===== src/rtl/vec_max_n.sv =====
// N-lane binary32 max/min reduction: registered input stage, then a pipelined
// pairwise comparison tree with valid/ready backpressure and NaN tracking.
module vec_max_n #(
   parameter  int N_LANES = 3,
   localparam int IDX_W   = (N_LANES > 1) ? $clog2(N_LANES) : 1,
   localparam int LEVELS  = $clog2(N_LANES)
) (
   input  logic                    clk_in,
   input  logic                    rst_n_in,
   input  logic [32*N_LANES-1:0]   v_in,
   input  logic                    mode_in,
   input  logic                    v_valid_in,
   output logic                    v_ready_out,
   output logic [31:0]             res_data_out,
   output logic [IDX_W-1:0]        res_idx_out,
   output logic                    res_nan_out,
   output logic                    res_valid_out,
   input  logic                    res_ready_in
);

   typedef struct packed {
      logic             nan;
      logic [IDX_W-1:0] idx;
      logic [31:0]      data;
   } node_t;

   function automatic int cnt_at(input int l);
      return (N_LANES + (1 << l) - 1) >> l;
   endfunction

   function automatic int off_at(input int l);
      int s;
      s = 0;
      for (int k = 0; k < l; k++) s += cnt_at(k);
      return s;
   endfunction

   localparam int          TOTAL = off_at(LEVELS + 1);
   localparam int          MW    = (LEVELS > 0) ? LEVELS : 1;
   localparam logic [31:0] QNAN  = 32'h7FC0_0000;

   // Monotonic unsigned key: total order with -0 < +0 and -inf/+inf at the ends.
   function automatic logic [31:0] sort_key(input logic [31:0] x);
      return x[31] ? ~x : (x | 32'h8000_0000);
   endfunction

   // a always carries the lower lane indices, so ties and NaN precedence favour it.
   function automatic node_t pick(input node_t a, input node_t b, input logic min_mode);
      logic b_wins;
      if (a.nan)         b_wins = 1'b0;
      else if (b.nan)    b_wins = 1'b1;
      else if (min_mode) b_wins = sort_key(b.data) < sort_key(a.data);
      else               b_wins = sort_key(b.data) > sort_key(a.data);
      return b_wins ? b : a;
   endfunction

   node_t [TOTAL-1:0] node_d, node_q;
   logic  [MW-1:0]    mode_d, mode_q;
   logic  [LEVELS:0]  vld_d, vld_q;
   logic              en;

   assign en          = !vld_q[LEVELS] || res_ready_in;
   assign v_ready_out = en;

   always_comb begin
      logic [31:0] lane;
      logic        lane_nan;
      lane     = '0;
      lane_nan = 1'b0;
      node_d   = node_q;
      mode_d   = mode_q;
      vld_d    = vld_q;
      vld_d[0]  = v_valid_in;
      mode_d[0] = mode_in;
      // NaN lanes are canonicalised on entry so the tree only moves the flag.
      for (int i = 0; i < N_LANES; i++) begin
         lane     = v_in[32*i +: 32];
         lane_nan = (lane[30:23] == 8'hFF) && (lane[22:0] != 23'd0);
         node_d[i].nan  = lane_nan;
         node_d[i].idx  = IDX_W'(i);
         node_d[i].data = lane_nan ? QNAN : lane;
      end
      for (int l = 1; l <= LEVELS; l++) begin
         vld_d[l] = vld_q[l-1];
         if (l < LEVELS) mode_d[l] = mode_q[l-1];
         for (int j = 0; j < N_LANES; j++) begin
            if (j < cnt_at(l)) begin
               if (2*j + 1 < cnt_at(l-1))
                  node_d[off_at(l) + j] = pick(node_q[off_at(l-1) + 2*j],
                                               node_q[off_at(l-1) + 2*j + 1],
                                               mode_q[l-1]);
               else
                  node_d[off_at(l) + j] = node_q[off_at(l-1) + 2*j];
            end
         end
      end
   end

   always_ff @(posedge clk_in or negedge rst_n_in) begin
      if (!rst_n_in) begin
         node_q <= '0;
         mode_q <= '0;
         vld_q  <= '0;
      end else if (en) begin
         node_q <= node_d;
         mode_q <= mode_d;
         vld_q  <= vld_d;
      end
   end

   assign res_valid_out = vld_q[LEVELS];
   assign res_data_out  = node_q[TOTAL-1].data;
   assign res_idx_out   = node_q[TOTAL-1].idx;
   assign res_nan_out   = node_q[TOTAL-1].nan;

endmodule


===== config.mk =====
export PLATFORM = sky130hd
export DESIGN_NAME = vec_max_n
export DESIGN_NICKNAME = d
export VERILOG_FILES = /design/src/rtl/vec_max_n.sv
export SDC_FILE = /design/constraint.sdc
export NUM_CORES = 1
export LEC_CHECK = 0
export BUFFER_PORTS_ARGS = -buffer_cell sky130_fd_sc_hd__buf_4
export CAP_MARGIN = 20
export CORE_UTILIZATION = 38
export DETAILED_ROUTE_END_ITERATION = 8
export GPL_TIMING_DRIVEN = 0
export HOLD_SLACK_MARGIN = 0.08
export SLEW_MARGIN = 0
export SYNTH_ARGS = -nofsm -noshare
export SYNTH_HDL_FRONTEND = slang
export SYNTH_SLANG_ARGS = --single-unit

===== constraint.sdc =====
create_clock -name clk_in -period 3.6 [get_ports clk_in]
set_input_delay 0.54 -clock clk_in [delete_from_list [all_inputs] [get_ports clk_in]]
set_output_delay 0.54 -clock clk_in [all_outputs]
set_load 0.01 [all_outputs]

==> impl_results.md <==
* Area of the multi-input gates at 6050 µm²
* Skew-Pair Late Insertion Delay at approximately 0.53 ns
* DIE AREA at roughly 32000 µm²
* Dominant synthesized flop cell: dfrtp_1
* Worst setup SP type: register
* Height of the die at about 180 µm
* First-pass GRT wire length at 54600 µm
* Routed len/inst at about 19 µm
* Clk slew on worst S/H paths at about 0.060 ns
* Total congestion overflow at 0
* Slew Limit Fails at 0
* Peak supply drop at about 0.46 mV
* Rel. slew slack at between 40% and 50%
* Placed cell area at between 10000 and 15000 µm²
* Crit Path Category: reg2reg
* Area leader, netlist: dfrtp_1
* Final HPWL DP at approximately 26000 µm
* Count of buffer and inverter cells on the critical path at 4
* Largest delay contributor family on the critical path: buffers and inverters
* Worst EP required at approximately 4 ns
* Routed wire length at between 30000 and 40000 µm
* Drt first-iter violations at ~560
* Setup TNS at 0 ns
* Synthesis-to-finish area growth at 20.8%
* Int Power at between 7 and 8 mW
* Top post-synthesis cells by count: 277 x nand2_1, 208 x dfrtp_1, 72 x clkbuf_1
* RePlAce Congestion at about 0.88
* Comb power frac at around half
* DIE WIDTH at ~180 µm
* Syn. warnings at 0
* Max Freq at around 290 MHz
* Post-layout min period at between 3 and 4 ns
* Sequential element share of the synthesized area at between 40% and 50%
* Longest Clk Path Bufs at 3
* Asr flop ratio synth at between 90% and 100%
* Fin util at 47.0%
* Tot Pwr at between 10 and 15 mW
* Rows at 64
* Post-Place Cells at around 1800
* Crit-path max FO at 10
* Post-synth EDFFs at 0
* Synth unique cells at 53
* Post-synth top area share at 43.5%
* Run status: completed
* Crit path largest cell delay at a little over 0.4 ns
* H-tree levels at 1
* Fin nets at 1575
* Synth area leaders: dfrtp_1 44%, nand2_1 8.7%, ha_1 6.7%
* Synthesized area at 12000 µm²
* Critical Path End Type: register
* CTS tree: done
* Worst Tran Pin Value at a little under 0.9 ns
* Count of input and output buffers at around 140
* TritonCTS buffer count at 24
* GRT Overall Usage at a little over a fifth
* Vias in the first global route at 9733
* Final setup fails at 0
* Yosys reg bits at 208
* Non-filler cells, final at 1825
* # IOs at ~140
* Core area at between 30000 and 40000 µm²
* Share of cells above drive strength 1 at between 20% and 30%
* Pleak at 7.02 nW
* Clk network pwr share at between 10% and 20%
* Clock Sinks at about 210
* Routed vias/inst at 5.29
* Max cap viols at 0
* RSZ-0062 raised after global routing: false
* Clock tree root buffer cell: clkbuf_16
* Detailed Routing Iterations Pass 1 at 7
* Setup Skew at approximately 0.013 ns
* Reg area at around 5200 µm²
* Register share of total power at approximately 30%
* Post-Syn Instances at approximately 1200
* Via count at around 9700
* Final Instance Area at between 10000 and 15000 µm²
* Path type of the worst min-delay path: in2reg
* Critical-path cell list: clkbuf_1 > buf_4 > xor2_1 > ha_1 > nand4_1 > nor4_4 > a311oi_1 > a22o_1 > or3_1 > buf_2 > buf_6 > a211o_1
* Final Hold Fails at 0
* CP Data Arrival Time at about 3.8 ns
* Number of remaining DRC errors at 0
* P_sw at roughly 5.5 mW
* Post-DRT Antenna Nets at 0
* Initial antenna violation count at 0
* Syn_area_per_cell at 9.60 µm²
* Most numerous cell in the Yosys netlist: nand2_1
* PwrDens at roughly 920 nW/µm²
* Largest net degree at the start of global routing at roughly 110
* Sw Ratio at ~41%
* Slowest CP cell: nor4_4
* Post-Syn Nets at around 1400
* Final Cycle Share at between 90% and 100%
* Starting density of the core at 38.9%
* # fillers at approximately 3000
[kinds of logic after synthesis]
group / after synthesis / synth area share, %
and+or+nand+nor: 496 / 20.0
buffers and inverters: 143 / 6.10
AOI/OAI and AO/OA: 212 / 14.6
adders and majority gates: 64 / 6.69
xor gates and xnor gates: 124 / 9.08
DFF: 208 / 43.5
[through the flow]
stage,hold WS [ns],worst slack (ns)
global route,0.215,0.00112
detailed placement,0.448,-0.482
finish,0.210,0.161
CTS,0.195,0.00259
global placement,0.441,-0.393
floorplan,0.244,0.351
[final cells by class]
class	count	area share, %
clock inverters	11	1.03
diodes	1	0.0173
repair buffers	140	7.48
flip-flops and latches	208	36.0
multi-input cells	896	41.9
inverters	19	0.493
well taps	396	3.43
plain buffers	121	4.92
clock buffers	33	4.74
[worst register-to-register path, cell delays in order, from the launching register on]
cell	delay (ns)
dfrtp_1	0.32
clkbuf_1	0.25
buf_4	0.29
xor2_1	0.11
ha_1	0.30
nand4_1	0.17
nor4_4	0.41
a311oi_1	0.18
a22o_1	0.33
or3_1	0.32
buf_2	0.21
buf_6	0.17
a211o_1	0.26
[path summary, 6_finish.rpt]
path,startpoint,to,slack (ns),cells past startpoint
hold / removal,v_valid_in,vld_q[0]$_DFFE_PN0P_,0.21,3
max in group asynchronous,rst_n_in,node_q[7]$_DFFE_PN0P_,2.01,3
setup reg to reg,node_q[171]$_DFFE_PN0P_,res_data_out[3]$_DFFE_PN0P_,0.16,12
min in group asynchronous,rst_n_in,node_d[170]$_DFFE_PN0P_,0.59,2
setup / recovery,node_q[171]$_DFFE_PN0P_,res_data_out[3]$_DFFE_PN0P_,0.16,12
hold reg to reg,vld_q[1]$_DFFE_PN0P_,vld_q[1]$_DFFE_PN0P_,0.46,2
[power groups by stage]
stage               Combinational (mW)  Clock (mW)  Sequential, mW
floorplan                         5.02           0            3.65
global placement                  6.48           0            4.02
detailed placement                6.64           0            4.03
CTS                               6.73        2.64            3.99
global route                      7.57        2.72            4.10
finish                            6.77        2.58            4.00
[placed cells by master, fill, tap and decap left out, types with 29 or more instances in the layout]
| cell | count |
|---|---|
| xor2_1 | 62 |
| clkbuf_1 | 59 |
| and2_1 | 64 |
| xnor2_1 | 62 |
| nand2_1 | 277 |
| buf_4 | 175 |
| nand4_1 | 50 |
| a21oi_1 | 42 |
| ha_1 | 64 |
| dfrtp_1 | 207 |
| a211o_1 | 34 |
| nor4_1 | 47 |
| o211ai_2 | 29 |
| a22o_1 | 67 |
[repair_timing]
item | 4_1_cts | 5_1_grt
hold buffers | 1 | 0
endpoints found under the setup margin | 68 | 67
buffers inserted | 0 | 1
gates resized for setup | 23 | 28
pin swaps | 0 | 2
endpoints found under the hold margin | 10 | 0
[sequential cells by signal (all words and copies together) (netlist names)]
register and cells:
node_d 34, node_q 134, res_idx_out 2, res_data_out 32, mode_q 2, vld_q 3, res_nan_out 1
[layer usage]
layer,up-vias,routed length [µm],global-route usage (%)
met1,4768,15800,29.1
met2,190,16400,36.2
met3,40,1270,2.96
met4,0,739,4.97
li1,4656,-,-
met5,-,0,0
Power figures use the tool's default switching activity.
